[src/rtl/pe_rs_stream_if.sv]
// Stream/config bundle for the row-stationary PE.
// slave  : the PE side (consumes cfg/filter/ifmap/psum_in, produces psum_out).
// master : the environment side driving the PE.
interface pe_rs_stream_if #(
    parameter int DATA_WIDTH    = 16,
    parameter int PSUM_WIDTH    = 32,
    parameter int RF_ADDR_WIDTH = 3,
    parameter int WIN_WIDTH     = 8
) ();
    logic                          cfg_valid;
    logic [RF_ADDR_WIDTH:0]        cfg_filter_size;
    logic [WIN_WIDTH-1:0]          cfg_num_windows;
    logic                          cfg_acc_psum;
    logic                          busy;
    logic                          filter_valid;
    logic                          filter_ready;
    logic signed [DATA_WIDTH-1:0]  filter;
    logic                          ifmap_valid;
    logic                          ifmap_ready;
    logic signed [DATA_WIDTH-1:0]  ifmap;
    logic                          psum_in_valid;
    logic                          psum_in_ready;
    logic signed [PSUM_WIDTH-1:0]  psum_in;
    logic                          psum_out_valid;
    logic                          psum_out_ready;
    logic signed [PSUM_WIDTH-1:0]  psum_out;

    modport slave (
        input  cfg_valid, cfg_filter_size, cfg_num_windows, cfg_acc_psum,
        input  filter_valid, filter, ifmap_valid, ifmap,
        input  psum_in_valid, psum_in, psum_out_ready,
        output busy, filter_ready, ifmap_ready, psum_in_ready,
        output psum_out_valid, psum_out
    );

    modport master (
        output cfg_valid, cfg_filter_size, cfg_num_windows, cfg_acc_psum,
        output filter_valid, filter, ifmap_valid, ifmap,
        output psum_in_valid, psum_in, psum_out_ready,
        input  busy, filter_ready, ifmap_ready, psum_in_ready,
        input  psum_out_valid, psum_out
    );
endinterface

[src/rtl/pe_rs_stream.sv]
// Row-stationary PE: resident filter row, circular ifmap RF, one psum per
// window, optional add of the neighbouring PE's psum before output.
// Optional feature macro: PE_SATURATE_EN (saturating accumulator adds;
// undefined = two's-complement wrap).
module pe_rs_stream #(
    parameter int DATA_WIDTH    = 16,
    parameter int PSUM_WIDTH    = 32,
    parameter int RF_ADDR_WIDTH = 3,
    parameter int WIN_WIDTH     = 8
) (
    input  logic              clk,
    input  logic              rstb,
    pe_rs_stream_if.slave     bus
);
    localparam int DEPTH = 2**RF_ADDR_WIDTH;
    localparam int SW    = RF_ADDR_WIDTH + 1;
    localparam int PW    = 2 * DATA_WIDTH;

    typedef enum logic [2:0] {IDLE, LOAD, MAC, ACC, OUT} state_t;

    state_t                        state_q, state_d;
    logic [SW-1:0]                 s_q, s_d;
    logic [WIN_WIDTH-1:0]          w_q, w_d;
    logic                          accp_q, accp_d;
    logic [WIN_WIDTH-1:0]          win_q, win_d;
    logic [RF_ADDR_WIDTH-1:0]      head_q, head_d;
    logic [RF_ADDR_WIDTH-1:0]      wr_ptr_q, wr_ptr_d;
    logic                          floaded_q, floaded_d;
    logic [SW-1:0]                 fcnt_q, fcnt_d;
    logic [SW-1:0]                 pend_q, pend_d;
    logic [SW-1:0]                 mac_i_q, mac_i_d;
    logic signed [PSUM_WIDTH-1:0]  acc_q, acc_d;
    logic                          busy_q, busy_d;
    logic                          filter_ready_q, filter_ready_d;
    logic                          ifmap_ready_q, ifmap_ready_d;
    logic                          psum_in_ready_q, psum_in_ready_d;
    logic                          psum_out_valid_q, psum_out_valid_d;
    logic signed [DATA_WIDTH-1:0]  filt_q [DEPTH];
    logic signed [DATA_WIDTH-1:0]  filt_d [DEPTH];
    logic signed [DATA_WIDTH-1:0]  ifm_q  [DEPTH];
    logic signed [DATA_WIDTH-1:0]  ifm_d  [DEPTH];

    logic                          f_hs, i_hs, p_hs, o_hs;
    logic [RF_ADDR_WIDTH-1:0]      rd_addr;
    logic signed [DATA_WIDTH-1:0]  f_sel, i_sel;
    logic signed [PW-1:0]          prod;
    logic signed [PSUM_WIDTH-1:0]  prod_ext;
    logic [SW-1:0]                 s_eff;

    // Accumulator adder: saturating or wrapping depending on build
    function automatic logic signed [PSUM_WIDTH-1:0] acc_add(
        input logic signed [PSUM_WIDTH-1:0] a,
        input logic signed [PSUM_WIDTH-1:0] b
    );
`ifdef PE_SATURATE_EN
        logic signed [PSUM_WIDTH:0] s;
        s = (PSUM_WIDTH+1)'(a) + (PSUM_WIDTH+1)'(b);
        if (s[PSUM_WIDTH] != s[PSUM_WIDTH-1])
            return s[PSUM_WIDTH] ? {1'b1, {(PSUM_WIDTH-1){1'b0}}}
                                 : {1'b0, {(PSUM_WIDTH-1){1'b1}}};
        return s[PSUM_WIDTH-1:0];
`else
        return a + b;
`endif
    endfunction

    // Next-state, datapath and registered-output decode
    always_comb begin
        state_d  = state_q;
        s_d      = s_q;
        w_d      = w_q;
        accp_d   = accp_q;
        win_d    = win_q;
        head_d   = head_q;
        wr_ptr_d = wr_ptr_q;
        floaded_d = floaded_q;
        fcnt_d   = fcnt_q;
        pend_d   = pend_q;
        mac_i_d  = mac_i_q;
        acc_d    = acc_q;
        filt_d   = filt_q;
        ifm_d    = ifm_q;

        f_hs = bus.filter_valid   & filter_ready_q;
        i_hs = bus.ifmap_valid    & ifmap_ready_q;
        p_hs = bus.psum_in_valid  & psum_in_ready_q;
        o_hs = bus.psum_out_ready & psum_out_valid_q;

        // MAC operand fetch: filter tap i against ifmap at head+i (wraps mod DEPTH)
        rd_addr  = head_q + mac_i_q[RF_ADDR_WIDTH-1:0];
        f_sel    = filt_q[mac_i_q[RF_ADDR_WIDTH-1:0]];
        i_sel    = ifm_q[rd_addr];
        prod     = PW'(f_sel) * PW'(i_sel);
        prod_ext = PSUM_WIDTH'(prod);

        // Filter length: 0 behaves as 1, anything beyond the RF depth clamps
        if (bus.cfg_filter_size == '0)
            s_eff = SW'(1);
        else if (bus.cfg_filter_size > SW'(DEPTH))
            s_eff = SW'(DEPTH);
        else
            s_eff = bus.cfg_filter_size;

        case (state_q)
            IDLE: begin
                if (bus.cfg_valid) begin
                    s_d       = s_eff;
                    w_d       = (bus.cfg_num_windows == '0) ? WIN_WIDTH'(1) : bus.cfg_num_windows;
                    accp_d    = bus.cfg_acc_psum;
                    win_d     = '0;
                    head_d    = '0;
                    wr_ptr_d  = '0;
                    floaded_d = 1'b0;
                    fcnt_d    = '0;
                    pend_d    = s_eff;
                    state_d   = LOAD;
                end
            end
            LOAD: begin
                if (f_hs) begin
                    filt_d[fcnt_q[RF_ADDR_WIDTH-1:0]] = bus.filter;
                    fcnt_d = fcnt_q + SW'(1);
                end
                if (i_hs) begin
                    ifm_d[wr_ptr_q] = bus.ifmap;
                    wr_ptr_d = wr_ptr_q + RF_ADDR_WIDTH'(1);
                    pend_d   = pend_q - SW'(1);
                end
                if ((floaded_q || fcnt_d == s_q) && pend_d == '0) begin
                    floaded_d = 1'b1;
                    mac_i_d   = '0;
                    state_d   = MAC;
                end
            end
            MAC: begin
                acc_d   = acc_add((mac_i_q == '0) ? '0 : acc_q, prod_ext);
                mac_i_d = mac_i_q + SW'(1);
                if (mac_i_q == s_q - SW'(1))
                    state_d = accp_q ? ACC : OUT;
            end
            ACC: begin
                if (p_hs) begin
                    acc_d   = acc_add(acc_q, bus.psum_in);
                    state_d = OUT;
                end
            end
            OUT: begin
                if (o_hs) begin
                    win_d  = win_q + WIN_WIDTH'(1);
                    head_d = head_q + RF_ADDR_WIDTH'(1);
                    if (win_d == w_q) begin
                        floaded_d = 1'b0;
                        state_d   = IDLE;
                    end else begin
                        pend_d  = SW'(1);
                        state_d = LOAD;
                    end
                end
            end
            default: state_d = IDLE;
        endcase

        busy_d           = (state_d != IDLE);
        filter_ready_d   = (state_d == LOAD) && !floaded_d && (fcnt_d < s_d);
        ifmap_ready_d    = (state_d == LOAD) && (pend_d != '0);
        psum_in_ready_d  = (state_d == ACC);
        psum_out_valid_d = (state_d == OUT);
    end

    // Control state and registered outputs; async reset aborts any computation
    always_ff @(posedge clk or negedge rstb) begin
        if (!rstb) begin
            state_q          <= IDLE;
            s_q              <= '0;
            w_q              <= '0;
            accp_q           <= 1'b0;
            win_q            <= '0;
            head_q           <= '0;
            wr_ptr_q         <= '0;
            floaded_q        <= 1'b0;
            fcnt_q           <= '0;
            pend_q           <= '0;
            mac_i_q          <= '0;
            acc_q            <= '0;
            busy_q           <= 1'b0;
            filter_ready_q   <= 1'b0;
            ifmap_ready_q    <= 1'b0;
            psum_in_ready_q  <= 1'b0;
            psum_out_valid_q <= 1'b0;
        end else begin
            state_q          <= state_d;
            s_q              <= s_d;
            w_q              <= w_d;
            accp_q           <= accp_d;
            win_q            <= win_d;
            head_q           <= head_d;
            wr_ptr_q         <= wr_ptr_d;
            floaded_q        <= floaded_d;
            fcnt_q           <= fcnt_d;
            pend_q           <= pend_d;
            mac_i_q          <= mac_i_d;
            acc_q            <= acc_d;
            busy_q           <= busy_d;
            filter_ready_q   <= filter_ready_d;
            ifmap_ready_q    <= ifmap_ready_d;
            psum_in_ready_q  <= psum_in_ready_d;
            psum_out_valid_q <= psum_out_valid_d;
        end
    end

    // Filter and ifmap register files (contents are don't-care until loaded)
    always_ff @(posedge clk) begin
        filt_q <= filt_d;
        ifm_q  <= ifm_d;
    end

    assign bus.busy           = busy_q;
    assign bus.filter_ready   = filter_ready_q;
    assign bus.ifmap_ready    = ifmap_ready_q;
    assign bus.psum_in_ready  = psum_in_ready_q;
    assign bus.psum_out_valid = psum_out_valid_q;
    assign bus.psum_out       = acc_q;
endmodule

[src/flat_wrapper.sv]
// flat-port wrapper written by rule: the top's interface ports become plain ports
module pe_rs_stream_flat 
#(
    parameter int DATA_WIDTH    = 16,
    parameter int PSUM_WIDTH    = 32,
    parameter int RF_ADDR_WIDTH = 3,
    parameter int WIN_WIDTH     = 8
)
  (clk, rstb, bus_cfg_valid, bus_cfg_filter_size, bus_cfg_num_windows, bus_cfg_acc_psum, bus_filter_valid, bus_filter, bus_ifmap_valid, bus_ifmap, bus_psum_in_valid, bus_psum_in, bus_psum_out_ready, bus_busy, bus_filter_ready, bus_ifmap_ready, bus_psum_in_ready, bus_psum_out_valid, bus_psum_out);
  pe_rs_stream_if #(.DATA_WIDTH(DATA_WIDTH), .PSUM_WIDTH(PSUM_WIDTH), .RF_ADDR_WIDTH(RF_ADDR_WIDTH), .WIN_WIDTH(WIN_WIDTH)) bus_i ();
  input  logic clk;
  input  logic rstb;
  input wire logic [$bits(bus_i.cfg_valid)-1:0] bus_cfg_valid;
  input wire logic [$bits(bus_i.cfg_filter_size)-1:0] bus_cfg_filter_size;
  input wire logic [$bits(bus_i.cfg_num_windows)-1:0] bus_cfg_num_windows;
  input wire logic [$bits(bus_i.cfg_acc_psum)-1:0] bus_cfg_acc_psum;
  input wire logic [$bits(bus_i.filter_valid)-1:0] bus_filter_valid;
  input wire logic [$bits(bus_i.filter)-1:0] bus_filter;
  input wire logic [$bits(bus_i.ifmap_valid)-1:0] bus_ifmap_valid;
  input wire logic [$bits(bus_i.ifmap)-1:0] bus_ifmap;
  input wire logic [$bits(bus_i.psum_in_valid)-1:0] bus_psum_in_valid;
  input wire logic [$bits(bus_i.psum_in)-1:0] bus_psum_in;
  input wire logic [$bits(bus_i.psum_out_ready)-1:0] bus_psum_out_ready;
  output wire logic [$bits(bus_i.busy)-1:0] bus_busy;
  output wire logic [$bits(bus_i.filter_ready)-1:0] bus_filter_ready;
  output wire logic [$bits(bus_i.ifmap_ready)-1:0] bus_ifmap_ready;
  output wire logic [$bits(bus_i.psum_in_ready)-1:0] bus_psum_in_ready;
  output wire logic [$bits(bus_i.psum_out_valid)-1:0] bus_psum_out_valid;
  output wire logic [$bits(bus_i.psum_out)-1:0] bus_psum_out;
  assign bus_i.cfg_valid = bus_cfg_valid;
  assign bus_i.cfg_filter_size = bus_cfg_filter_size;
  assign bus_i.cfg_num_windows = bus_cfg_num_windows;
  assign bus_i.cfg_acc_psum = bus_cfg_acc_psum;
  assign bus_i.filter_valid = bus_filter_valid;
  assign bus_i.filter = bus_filter;
  assign bus_i.ifmap_valid = bus_ifmap_valid;
  assign bus_i.ifmap = bus_ifmap;
  assign bus_i.psum_in_valid = bus_psum_in_valid;
  assign bus_i.psum_in = bus_psum_in;
  assign bus_i.psum_out_ready = bus_psum_out_ready;
  assign bus_busy = bus_i.busy;
  assign bus_filter_ready = bus_i.filter_ready;
  assign bus_ifmap_ready = bus_i.ifmap_ready;
  assign bus_psum_in_ready = bus_i.psum_in_ready;
  assign bus_psum_out_valid = bus_i.psum_out_valid;
  assign bus_psum_out = bus_i.psum_out;
  pe_rs_stream #(.DATA_WIDTH(DATA_WIDTH), .PSUM_WIDTH(PSUM_WIDTH), .RF_ADDR_WIDTH(RF_ADDR_WIDTH), .WIN_WIDTH(WIN_WIDTH)) u_core (.clk(clk), .rstb(rstb), .bus(bus_i));
endmodule
[config.mk]
export PLATFORM = sky130hd
export DESIGN_NAME = pe_rs_stream_flat
export DESIGN_NICKNAME = d
export VERILOG_FILES = /design/src/rtl/pe_rs_stream_if.sv /design/src/rtl/pe_rs_stream.sv /design/src/flat_wrapper.sv
export SDC_FILE = /design/constraint.sdc
export NUM_CORES = 1
export LEC_CHECK = 0
export CAP_MARGIN = 5
export CORE_ASPECT_RATIO = 0.75
export CORE_MARGIN = 2
export CORE_UTILIZATION = 35
export CTS_CLUSTER_DIAMETER = 60
export DETAILED_ROUTE_END_ITERATION = 16
export GPL_TIMING_DRIVEN = 0
export MAX_ROUTING_LAYER = met4
export PLACE_DENSITY = 0.53
export SETUP_SLACK_MARGIN = 0.3
export SLEW_MARGIN = 20
export SYNTH_ARGS = -nofsm -noshare
export SYNTH_HDL_FRONTEND = slang
export SYNTH_SLANG_ARGS = --single-unit
[constraint.sdc]
create_clock -name clk -period 21 [get_ports clk]
set_input_delay 5.25 -clock clk [delete_from_list [all_inputs] [get_ports clk]]
set_output_delay 5.25 -clock clk [all_outputs]
set_load 0.1 [all_outputs]
; ---- Yosys cells after proc, flatten, opt, wreduce, memory -nomap -nowiden
; Cells that the tools add are included.
[word_totals]
wordCells = 154
input_bits = 84
out_inout_bits = 37
reg_bits = 336
[op_classes]
muxes = 53
n_eq_ne = 15
mul = 1
bitwise_logic = 8
reduce_logical = 26
addsub = 10
order_cmp = 8
[ops]
columns = operator, n
row1 = bitwise mux 128 bit, 2
row2 = binary-select mux 16 bit (select 3 bit), 2
row3 = demux 16 bit (select 3 bit), 2
row4 = two-way mux 16 bit, 6
row5 = adder 32 bit, 2
row6 = two-way mux 32 bit, 2
row7 = one-hot mux 32 bit (2 select lines), 1
row8 = two-way mux 4 bit, 13
row9 = multiplier 16 x 16 -> 32 bit, 1
row10 = two-way mux 3 bit, 9
row11 = two-way mux 8 bit, 3
row12 = greater-or-equal comparator 4 bit (second input constant), 4
row13 = inverter 3 -> 4 bit, 4
row14 = one-hot mux 4 bit (2 select lines), 2
row15 = one-hot mux 8 bit (2 select lines), 1
row16 = one-hot mux 3 bit (5 select lines), 1
row17 = zero test 4 bit, 3
row18 = one-hot mux 3 bit (2 select lines), 2
row19 = one-hot mux 4 bit (3 select lines), 1
row20 = AND reduction 2 bit, 5
row21 = equality test 3 x 2 -> 1 bit (second input constant), 3
row22 = adder 4 x 1 -> 4 bit (second input constant), 2
row23 = adder 8 x 1 -> 8 bit (second input constant), 1
row24 = equality test 4 bit, 2
row25 = other kinds (23), 47

; ---- Depth between registers and ports, before layout
; Gate-level depths: netlist of the first run.
[logic_depth]
ltp_word = 11
ltp_mapped = 35
ltp_nobuf = 31

; ---- Worst setup path after synthesis of the first run
; OpenSTA, ideal clock, no wires.
[synth_timing]
path_type = reg2reg
startpoint = register u_core.mac_i_q[1]
endpoint = register u_core.acc_q[30], in the netlist u_core.bus.psum_out[30]
stages_incl_launch_ff = 33
t_arrival_ps = 9042
period_less_slack_ps = 9124
path_slack_ps = 11876
setup_ps = 82
required_ps = 20918
n_path_buf = 5
path_cell_list = dfrtp_1 > clkbuf_1 > buf_1 > inv_1 > fa_1 > xor2_1 > xnor2_2 > clkbuf_1 > buf_2 > mux4_2 > mux2i_1 > nor2_1 > fa_1 > inv_1 > fa_1 > inv_1 > fa_1 > fa_1 > fa_1 > inv_1 > fa_1 > inv_1 > ha_1 > clkbuf_1 > nand3_1 > nor3_1 > a21oi_1 > a21boi_0 > a311o_1 > a2111oi_4 > or4_1 > a21o_1 > a31oi_1
[synth_between]
elab_chain_len = 8
elab_cells_between_ends = 14
cone_classes = add/sub: 2 / mul: 1 / mux: 8 / bitwise: 2 / reduce/logical: 1
[synth_lines]
columns = item, line
row1 = start: declaration, pe_rs_stream.sv:31  ; logic [SW-1:0] mac_i_q, mac_i_d;
row2 = start signal: assignment, pe_rs_stream.sv:201  ; mac_i_q <= mac_i_d;
row3 = adder 3 bit, pe_rs_stream.sv:90  ; rd_addr = head_q + mac_i_q[RF_ADDR_WIDTH-1:0];
row4 = inverter 3 -> 4 bit (not written as such), pe_rs_stream.sv:92  ; i_sel = ifm_q[rd_addr];
row5 = binary-select mux 16 bit (select 3 bit), pe_rs_stream.sv:92
row6 = two-way mux 16 bit (not written as such) (2 in a row), pe_rs_stream.sv:92
row7 = multiplier 16 x 16 -> 32 bit, pe_rs_stream.sv:93  ; prod = PW'(f_sel) * PW'(i_sel);
row8 = adder 32 bit (*), pe_rs_stream.sv:63  ; return a + b;
row9 = one-hot mux 32 bit (2 select lines) (*), pe_rs_stream.sv:104  ; case (state_q)
row10 = end signal: assignment, pe_rs_stream.sv:184  ; acc_q <= '0;
row11 = end signal: assignment, pe_rs_stream.sv:202  ; acc_q <= acc_d;
row12 = end: declaration, pe_rs_stream.sv:32  ; logic signed [PSUM_WIDTH-1:0] acc_q, acc_d;
; Every way passes the cells marked *; elsewhere a longest branch is shown, timed or not. The select of a mux whose other input is x is not followed.
; A chain may end at the register's enable or synchronous reset.

; ---- Worst setup path in the final report of the first run
; Ends and elaborated chain as after synthesis.

==> summary by stage, run 1 <==
Drt
The count of nets left with antenna violations after detail routing is 0. The number of vias in the routed layout is between 15000 and 20000. After detailed routing, the number of remaining DRC violations is 0. The mean routed wirelength per cell is 20.08 um.

The post-detailed-route via-to-cell ratio is 5.147. The routed design has roughly 70000 um of wire. The first TritonRoute pass finished after 8 iterations. In this run, the number of DRC markers left after iteration 0 of detailed routing was between 1000 and 1500.

Global route
The maximum number of pins on one net before global-route repair is 54. The number of global-route vias before repair is between 15000 and 20000. The number of antenna violations at the first check in global routing is 0. The overall overflow remaining after global route is 0. The first-pass GRT wire length is between 100000 and 150000 um. Global routing used between 15 and 20% of the available tracks across all layers.

Critical path
The most prevalent standard cell on the critical path is fa_1. At the worst endpoint, the arrival time is about 12000 ps. The element type at the critical path start is a flip-flop. The critical-path cell with the highest stage delay is mux2i_1. At the worst endpoint, the required time is ~21000 ps. STA classifies the critical path endpoint as a flip-flop. Of all nets on the critical path, the largest fanout is 10. Across all register-to-register paths, the minimum setup slack is 9250 ps. The largest stage delay on the critical path is between 700 and 800 ps.

The worst setup path is of the flip-flop to flip-flop kind.

Logic synthesis
The dominant cell type by area after synthesis is edfxtp_1. By count the netlist is led by inv_1 (362), fa_1 (294), edfxtp_1 (256), nor2_1 (217), nand2_1 (216). The synthesized design devotes to its leading area cell type ~30% of total area. In the synthesized netlist, the number of instances is between 2000 and 2500. The synthesized design contains roughly 260 enable-type register cells. A synthesized cell averages roughly 11 um2. The post-synth design cell area is between 20000 and 30000 um2.

The most used standard cell by instance count after synthesis is inv_1. Synthesis instantiated just under 80 different standard cells from the library. The number of nets in the synthesized netlist is between 2000 and 3000. In the post-synthesis netlist, the biggest area contributors are edfxtp_1 (29%), fa_1 (22%), dfrtp_1 (7.6%). Counting flops with an async set or reset pin after synthesis yields a share of about a quarter. The most instantiated flip-flop cell in the synthesis netlist is edfxtp_1. Yosys printed 0 warnings.

The synthesized flop and latch total is between 300 and 400. Sequential elements use 36.91% of the synthesized area.

Layout
The final layout net count is 2991. The number of inserted diodes is 0. From synthesis to final layout, the design area changed by 15.09%. The number of fill cells in the layout is around 7100. In the final layout, the multi-input gates occupy between 15000 and 20000 um2. The post-route netlist has under 10% of its cells at a drive strength greater than 1. The register area is between 9000 and 10000 um2.

Clock network
The longest clock path from root to sink contains 3 buffers. The tree is rooted in a clkbuf_16. The total number of H-tree levels is 2.

Counting the buffers created by CTS gives 36. TritonCTS built the clock tree. Clock-pin slew was measured on the worst setup and hold paths at around 60 ps.

The number of gates given a new drive strength after cts is 0. At the later pin of the worst-skew pair, clock insertion delay measures about 570 ps. The clock net in this run drives a total of ~340 sinks. For this design, the CTS-stage hold fixing added 0 buffers. The count of buffers added by post-CTS timing repair for setup is 0.

Timing
Setup violations remaining at the end of the flow were counted as 0. The number of failing hold endpoints at the final stage is 0. The slew at the pin closest to its max-slew limit is approximately 1100 ps. The max-slew headroom at the worst pin is approximately 22%. The total count of max-transition violations in the final report was 0. Of the available clock period, the critical path in the final layout requires 55.97%. The final total negative setup slack is 0 ps. The final worst clock skew is ~14 ps. The clock period minus final worst setup slack is 11750 ps. Setup repair after global routing left no endpoint under its margin. The highest clock rate is 0.08508 GHz.

Floorplanning
The top-level I/O count is around 120. For this configuration, the core starts out at a cell density of a little over a third. The die covers 77230 um2.

The overall die width is about 320 um. The core region is between 70000 and 80000 um2. The initialized floorplan defines between 80 and 90 standard-cell rows. In this run the vertical extent of the chip is 241.2 um.

Run status
The run finished with clean final reports.

Flow run
Max-cap violations in this run came to 0.

Place
Detailed placement finished with a half-perimeter wire length of 55950 um. During placement, the flow inserted port buffers numbering 120. Routability-driven placement finished with a final weighted congestion of 0.8776.

Hold path
The path category of the worst min-delay check is flip-flop to flip-flop.
## metal layers
layer	vias up	wire length [um]	part of all wire, %	track usage (%)
met5	-	0	0	-
met4	0	785	1.1	2.973
met3	60	4768	6.9	3.499
met2	507	31610	45	29.84
met1	9231	32430	47	27.22
li1	8043	-	-	-
## cells in the final DEF (no fill, tap or decap), types with 13 or more instances in the layout
cell type / netlist / routed
clkbuf_16: 0 / 37
mux2i_1: 31 / 18
mux2_2: 24 / 24
o21a_1: 17 / 17
xnor2_1: 61 / 61
a31oi_1: 13 / 13
dfrtp_1: 80 / 80
a21o_1: 20 / 20
edfxtp_1: 256 / 256
fa_1: 294 / 294
o21ai_0: 65 / 65
xor2_1: 28 / 28
ha_1: 141 / 141
nor3_1: 34 / 28
nand3_1: 24 / 24
nand2_1: 216 / 216
clkbuf_1: 49 / 57
a21oi_1: 70 / 70
mux2i_2: 0 / 13
mux4_2: 64 / 64
clkdlybuf4s50_1: 0 / 119
inv_1: 362 / 362
nor2b_1: 40 / 40
buf_4: 0 / 13
nand2b_1: 21 / 21
nor2_1: 217 / 206
## layout make-up
| cell class | count | share of cell area [%] |
|---|---|---|
| inverters | 362 | 4.498 |
| clock inverters | 16 | 0.5923 |
| plain buffers | 64 | 0.8200 |
| repair buffers | 143 | 4.701 |
| well taps | 968 | 4.009 |
| clock buffers | 48 | 3.301 |
| multi-input cells | 1529 | 50.01 |
| flip-flops and latches | 336 | 32.07 |
## critical path, delay by kind of cell, from the launching register on
family	cells	cell delay (ps)
xor+xnor	2	690
fa+ha+maj	8	3970
flops	1	340
buf+inv	10	3050
mux	2	1100
simple gates	5	1720
compound gates	4	750
## registers in the layout, summed over array words and instances, names as in the netlist
| register | flops |
|---|---|
| u_core.accp_q | 1 |
| u_core.bus.busy | 1 |
| u_core.bus.filter_ready | 1 |
| u_core.bus.ifmap_ready | 1 |
| u_core.bus.psum_in_ready | 1 |
| u_core.bus.psum_out | 32 |
| u_core.bus.psum_out_valid | 1 |
| u_core.fcnt_q | 4 |
| u_core.filt_q | 128 |
| u_core.floaded_q | 1 |
| u_core.head_q | 3 |
| u_core.ifm_q | 128 |
| u_core.mac_i_q | 4 |
| u_core.pend_q | 4 |
| u_core.s_q | 4 |
| u_core.state_q | 3 |
| u_core.w_q | 8 |
| u_core.win_q | 8 |
| u_core.wr_ptr_q | 3 |
## final timing paths
kind | from | end | cells after the start
setup / recovery | u_core.mac_i_q[1]$_DFFE_PN0P_ | u_core.bus.psum_out[30]$_DFFE_PN0P_ | 31
hold / removal | u_core.w_q[7]$_DFFE_PN0P_ | u_core.w_q[7]$_DFFE_PN0P_ | 2
setup reg to reg | u_core.mac_i_q[1]$_DFFE_PN0P_ | u_core.bus.psum_out[30]$_DFFE_PN0P_ | 31
hold reg to reg | u_core.w_q[7]$_DFFE_PN0P_ | u_core.w_q[7]$_DFFE_PN0P_ | 2
max in group asynchronous | rstb | u_core.s_q[1]$_DFF_PN0_ | 2
min in group asynchronous | rstb | u_core.bus.psum_out[3]$_DFFE_PN0P_ | 1
## kinds of logic (layout without fill, tap and decap cells)
kind of cell	Yosys count	in the layout	synth area share [%]
xor gates and xnor gates	90	90	3.032
DFF	336	336	36.91
adders and majority gates	435	435	29.14
AOI/OAI and AO/OA	273	273	6.769
buffers and inverters	426	633	6.120
muxes	119	119	7.703
and+or+nand+nor	612	612	10.32
## metrics by stage
step	hold WS (ps)	instances	util [%]	area, um2	setup slack [ps]
after floorplan	465.2	2291	-	26250	11880
after global placement	490.0	3379	38.83	28660	9176
after detailed placement	494.5	3401	39.30	29010	9236
after CTS	508.6	3465	40.90	30190	9157
after global routing	527.6	3466	40.93	30210	8575
final	499.1	3466	40.93	30210	9247
Power of run 1 is left out: the tool's default activity adds up to more than one toggle a clock period on the data nets, which glitch-free logic cannot reach.
==> run 2, diff against run 1 <==
- clock period: 21 -> 11.4 ns (I/O delays scaled with it)
==> summary by stage, run 2 (synthesized netlist as in run 1, its figures left out) <==
Run status
The run finished with clean final reports.

Critical path
The critical path is of the flip-flop to flip-flop type. The critical path data arrival time is 10950 ps (-1290 ps). The required arrival time at the worst endpoint is 11880 ps (-9600 ps). The most numerous cell type found on the critical path is fa_1. The largest stage delay on the critical path is 690 ps (-50 ps). The element type at the critical path end is a flip-flop. The critical-path cell with the highest stage delay is fa_1.

The cell count of the worst reg-to-reg path is 31 (unchanged). The largest fanout on the critical path is 10 (unchanged). STA classifies the critical path startpoint as a flip-flop.

Timing
The number of failing setup endpoints in the final timing report was 0 (unchanged). The clock period minus final worst setup slack was 10470 ps (-1288 ps). The final worst hold slack is 499.1 ps (unchanged). The number of failing hold endpoints at the final stage is 0 (unchanged).

The total count of max-transition violations in the final report is 0 (unchanged). Setup repair after global routing left no endpoint under its margin. The final critical-path share of the clock period is 91.81% (+36 points). The worst setup slack after layout is 934.1 ps (-8312 ps). The final worst clock skew came to 13.78 ps (-0.2014 ps). The slew at the pin closest to its max-slew limit is 1128 ps (-7.290 ps).

The highest clock rate is 0.09555 GHz (+12%). The max-slew headroom at the worst pin is 22.64% (+0.50 points).

Layout
The number of fill cells in the layout is 7062 (-0.071%). The ratio of cells with drive above 1 in the final layout is 9.408% (+0.36 points). The count of placed standard cells in the final layout, fillers left out is 3466 (unchanged). The final layout net count is 2991 (unchanged). In the layout the commonest cells are inv_1 (362), fa_1 (294), edfxtp_1 (256).

The number of inserted diodes came to 0 (unchanged). The final instance area is 30270 um2 (+0.20%). The area growth from synthesis to layout is 15.32%. The most common cell after layout, fill and taps aside is inv_1.

Drt
The number of vias in the routed layout is 17760 (-0.43%). The total wire length after detailed routing is 69520 um (-0.11%). The mean routed wirelength per cell is 20.06 um (-0.11%). The number of optimization iterations in the first detailed-route pass is 5 (-3). The DRC violation total after the first TritonRoute iteration is 1491 (+6.7%).

The count of nets left with antenna violations after detail routing is 0 (unchanged). The number of DRC violations after detailed routing is 0 (unchanged). The post-detailed-route via-to-cell ratio is 5.125 (-0.43%).

Global route
The overall track demand over capacity in global routing is 19.34% (about the same). The most used routing layer in global routing is met2. The global-route track usage on met1 is 27.22% (about the same). The global-route met2 utilization is 29.84% (unchanged).

The number of antenna violations at the first check in global routing came to 0 (unchanged). The overall overflow remaining after global route came to 0 (unchanged). The number of global-route vias before repair is 18910 (+0.016%). The met3 track utilization from global routing came to 3.499% (unchanged). The first-pass GRT wire length came to 110300 um (about the same). The maximum number of pins on one net before global-route repair is 54 (unchanged).

Floorplanning
The die area is 77230 um2 (unchanged). The placement row count is 86 (unchanged). The placeable core region is 73820 um2 (unchanged). The top-level I/O count came to 121 (unchanged). The initial core utilization came to 35.56% (unchanged). The die outline height came to 241.2 um (unchanged).

The overall die width is 320.2 um (unchanged).

Clock network
The TritonCTS sink count is 336 (unchanged). The clock tree root buffer cell is clkbuf_16. The post-cts hold buffer count is 0 (unchanged). TritonCTS built the clock tree. The maximum clock path buffer count is 3 (unchanged).

The total number of H-tree levels is 2 (unchanged). The clock insertion delay at the later pin of the skew report is 570 ps (about the same). The number of buffers created by CTS came to 36 (unchanged). The clock slew at the register clock pins of the worst setup and hold paths is 60 ps (about the same).

Place
The detailed placer's ending HPWL came to 55950 um (unchanged). The placed instance area was 29010 um2 (unchanged). The count of port buffers added during placement is 120 (unchanged). The pre-CTS worst setup slack came to -363.7 ps (-9600 ps). The placer's final routability congestion estimate came to 0.8776 (unchanged).

The number of cells after detailed placement is 3401 (unchanged).

Flow run
The total of max-cap violations was 0 (unchanged).

Hold path
The count of cells along the worst hold path is 2 (unchanged). The path category of the worst min-delay check is flip-flop to flip-flop.
-- run 2: changes by cell type in the layout (fill, tap and decap cells not counted), sizes merged --
cell    change
buf         -1
clkbuf      +1
-- run 2: area by class of cell --
cell class	instances	area [um2]	share of cell area (%)
inverters	362	1359	4.489
plain buffers	64	254.0	0.8391
repair buffers	143	1420	4.691
clock buffers	48	997.2	3.294
multi-input cells	1529	15160	50.08
well taps	968	1211	4.001
flip-flops and latches	336	9689	32.01
clock inverters	16	178.9	0.5911
-- run 2: what timing repair did --
action,CTS,global route
resized for setup,3,13
gates cloned,0,0
setup buffers,0,0
endpoints found under the setup margin,7,9
-- run 2: final timing paths --
kind | slack [ps] | from | to
setup / recovery | 930 | u_core.mac_i_q[1]$_DFFE_PN0P_ | u_core.bus.psum_out[30]$_DFFE_PN0P_
hold / removal | 500 | u_core.w_q[7]$_DFFE_PN0P_ | u_core.w_q[7]$_DFFE_PN0P_
hold reg to reg | 500 | u_core.w_q[7]$_DFFE_PN0P_ | u_core.w_q[7]$_DFFE_PN0P_
min in group asynchronous | 2220 | rstb | u_core.bus.psum_out[3]$_DFFE_PN0P_
setup reg to reg | 930 | u_core.mac_i_q[1]$_DFFE_PN0P_ | u_core.bus.psum_out[30]$_DFFE_PN0P_
max in group asynchronous | 8510 | rstb | u_core.s_q[1]$_DFF_PN0_
-- run 2: worst max-delay path: cells and delay by family, from the launching register on --
kind,cells,cell delay (ps)
muxes,2,740
AOI/OAI and AO/OA,4,750
DFF,1,340
buffers and inverters,10,2540
adders and majority gates,8,3920
xor gates and xnor gates,2,590
and+or+nand+nor,5,1470
-- run 2: through the flow --
step / setup TNS [ps] / utilization (%)
4_1_cts: 0 / 40.90
3_3_place_gp: -1332 / 38.83
2_1_floorplan: 0 / -
3_5_place_dp: -1024 / 39.30
6_report: 0 / 41.01
5_1_grt: 0 / 41.01
-- run 2: metal layers --
layer	up-vias	routed length [um]
li1	8038	-
met5	-	0
met1	9193	32430
met4	0	802
met3	59	4724
met2	474	31560
Power of run 2 is left out for the same reason.
==> run 3, diff against run 2 <==
- CORE_UTILIZATION: 35 -> 42
- PLACE_DENSITY: 0.53 -> 0.61
==> summary by stage, run 3 (synthesized netlist as in run 1, its figures left out) <==
Clock network
The maximum clock path buffer count is 3 (unchanged). The number of gates given a new drive strength after cts was 3 (unchanged). The clock tree root buffer cell is clkbuf_16. The number of buffers created by CTS is 36 (unchanged).

TritonCTS built the clock tree. The total number of H-tree levels is 2 (unchanged). The count of buffers added by post-CTS timing repair for setup is 0 (unchanged).

The TritonCTS sink count is 336 (unchanged). The post-cts hold buffer count was 0 (unchanged). The clock slew at the register clock pins of the worst setup and hold paths was 60 ps (about the same). The clock insertion delay at the later pin of the skew report is 570 ps (about the same).

Layout
The number of fill cells in the layout is 5589 (-21%). Leaving out fill and tap cells, the most frequent cell in the layout is inv_1. The area growth from synthesis to layout is 14.51%. The top cell types in the final layout, fill and taps aside, are inv_1 (362), fa_1 (294), edfxtp_1 (256).

The final layout net count is 2996 (+0.17%). The ratio of cells with drive above 1 in the final layout is 9.353% (-0.055 points).

Critical path
The critical-path cell with the highest stage delay is fa_1. The element type at the critical path end is a flip-flop. The beginning of the worst register-to-register path is u_core.mac_i_q[1]$_DFFE_PN0P_.

The element type at the critical path start is a flip-flop. The cell count of the worst reg-to-reg path is 31 (unchanged). The most prevalent standard cell on the critical path is fa_1.

The required arrival time at the worst endpoint is 11890 ps (about the same). The critical path starts at u_core.mac_i_q[1]$_DFFE_PN0P_. The largest stage delay on the critical path is 680 ps (about the same). The register-to-register setup slack is 910 ps (-20 ps). Among cell families on the critical path, the largest total delay comes from adder cells.

The critical path data arrival time came to 10970 ps (+20 ps). The largest fanout on the critical path was 10 (unchanged). The worst setup path is of the flip-flop to flip-flop kind. The endpoint identified for the worst register-to-register timing path is u_core.bus.psum_out[30]$_DFFE_PN0P_. The number of gates on the worst path with buffers counted is 31 (unchanged). The capture point of the critical path is u_core.bus.psum_out[30]$_DFFE_PN0P_. The combined buffer and inverter count along the critical path came to 10 (unchanged).

Global route
The overall overflow remaining after global route came to 0 (unchanged). In this run the most used layer during global routing was met2. The maximum number of pins on one net before global-route repair is 54 (unchanged). The number of global-route vias before repair is 18920 (+0.016%). The global-route met2 utilization came to 35.60% (+5.8 points). The overall track demand over capacity in global routing was 22.52% (+3.2 points). The first-pass GRT wire length was 107200 um (-2.8%).

The met3 track utilization from global routing came to 4.078% (+0.58 points). The number of antenna violations at the first check in global routing is 2 (+2). The global-route track usage on met1 is 31.03% (+3.8 points).

Place
The detailed placer's ending HPWL came to 54160 um (-3.2%). The placer's final routability congestion estimate was 0.9151 (+4.3%). The count of port buffers added during placement is 120 (unchanged).

Floorplanning
The initial core utilization is 42.42% (+6.9 points). The die area is 64530 um2 (-16%). The die outline height is 220.5 um (-8.6%). The overall die width came to 292.7 um (-8.6%).

The placement row count is 79 (-8.1%). The top-level I/O count is 121 (unchanged). The placeable core region is 61880 um2 (-16%).

Timing
The total count of max-transition violations in the final report is 0 (unchanged). Setup repair after global routing left no endpoint under its margin. The final critical-path share of the clock period is 91.99% (+0.18 points). The number of failing setup endpoints in the final timing report is 0 (unchanged). The number of failing hold endpoints at the final stage is 0 (unchanged). The final worst hold slack came to 500.3 ps (+1.211 ps). The final worst clock skew is 17.55 ps (+3.761 ps).

The slew at the pin closest to its max-slew limit is 1144 ps (+16.29 ps). The max-slew headroom at the worst pin is 21.53% (-1.1 points). The highest clock rate is 0.09536 GHz (-0.20%). The clock period minus final worst setup slack is 10490 ps (+20.91 ps).

Drt
The number of vias in the routed layout is 17800 (+0.19%). The total wire length after detailed routing is 67060 um (-3.5%). The number of DRC violations after detailed routing is 0 (unchanged). The DRC violation total after the first TritonRoute iteration is 1424 (-4.5%). The count of nets left with antenna violations after detail routing is 0 (unchanged). The number of optimization iterations in the first detailed-route pass is 7 (+2). The post-detailed-route via-to-cell ratio is 5.372 (+4.8%).

The mean routed wirelength per cell was 20.24 um (+0.92%).

Hold path
The path category of the worst min-delay check is flip-flop to flip-flop.

Flow run
The total of max-cap violations is 0 (unchanged).

Run status
The run finished with clean final reports.
run 3: changes by cell type in the layout (fill, tap and decap cells not counted), sizes merged:
cell / before / now
buf: 38 / 43
clkinvlp: 3 / 2
diode: 0 / 1
clkbuf: 98 / 92
clkinv: 11 / 16
inv: 362 / 363
run 3: area by class of cell:
cell class / instances / area (um2) / share of cell area, %
Antenna cell: 1 / 2.502 / 0.008325
Buffer: 64 / 252.7 / 0.8409
Clock buffer: 42 / 923.4 / 3.072
Clock inverter: 21 / 221.5 / 0.7368
Inverter: 362 / 1359 / 4.521
Multi-Input combinational cell: 1529 / 15110 / 50.29
Sequential cell: 336 / 9689 / 32.24
Tap cell: 810 / 1013 / 3.372
Timing Repair Buffer: 148 / 1481 / 4.929
run 3: per-stage QoR:
step	cells	setup WS (ps)	setup TNS, ps	util [%]	cell area, um2
3_5_place_dp	3249	-305.0	-719.8	46.61	28840
2_1_floorplan	2291	2276	0	-	26250
6_report	3313	913.2	0	48.58	30060
3_3_place_gp	3221	-167.6	-319.7	46.00	28460
4_1_cts	3312	431.3	0	48.47	29990
5_1_grt	3312	323.3	0	48.57	30060
run 3: routing by layer:
metal  vias up  wire, um
met4         0       907
met5         -         0
met1      9209     30240
li1       8047         -
met3        67      4650
met2       474     31270
run 3: how the worst min path moves through the flow:
stage	depth (start not counted)	slack (ps)	start	endpoint
2_1_floorplan	2	470	u_core.w_q[4]$_DFFE_PN0P_	u_core.w_q[4]$_DFFE_PN0P_
3_3_place_gp	2	490	u_core.w_q[3]$_DFFE_PN0P_	u_core.w_q[3]$_DFFE_PN0P_
3_5_place_dp	2	490	u_core.w_q[7]$_DFFE_PN0P_	u_core.w_q[7]$_DFFE_PN0P_
4_1_cts	2	500	u_core.w_q[7]$_DFFE_PN0P_	u_core.w_q[7]$_DFFE_PN0P_
5_1_grt	2	530	u_core.w_q[3]$_DFFE_PN0P_	u_core.w_q[3]$_DFFE_PN0P_
6_report	2	500	u_core.w_q[7]$_DFFE_PN0P_	u_core.w_q[7]$_DFFE_PN0P_
run 3: worst min-delay path, stage by stage (launching register included):
cell and delay (ps):
dfrtp_1 350, nand2_1 60, nand2_1 60
Power of run 3 is left out for the same reason.
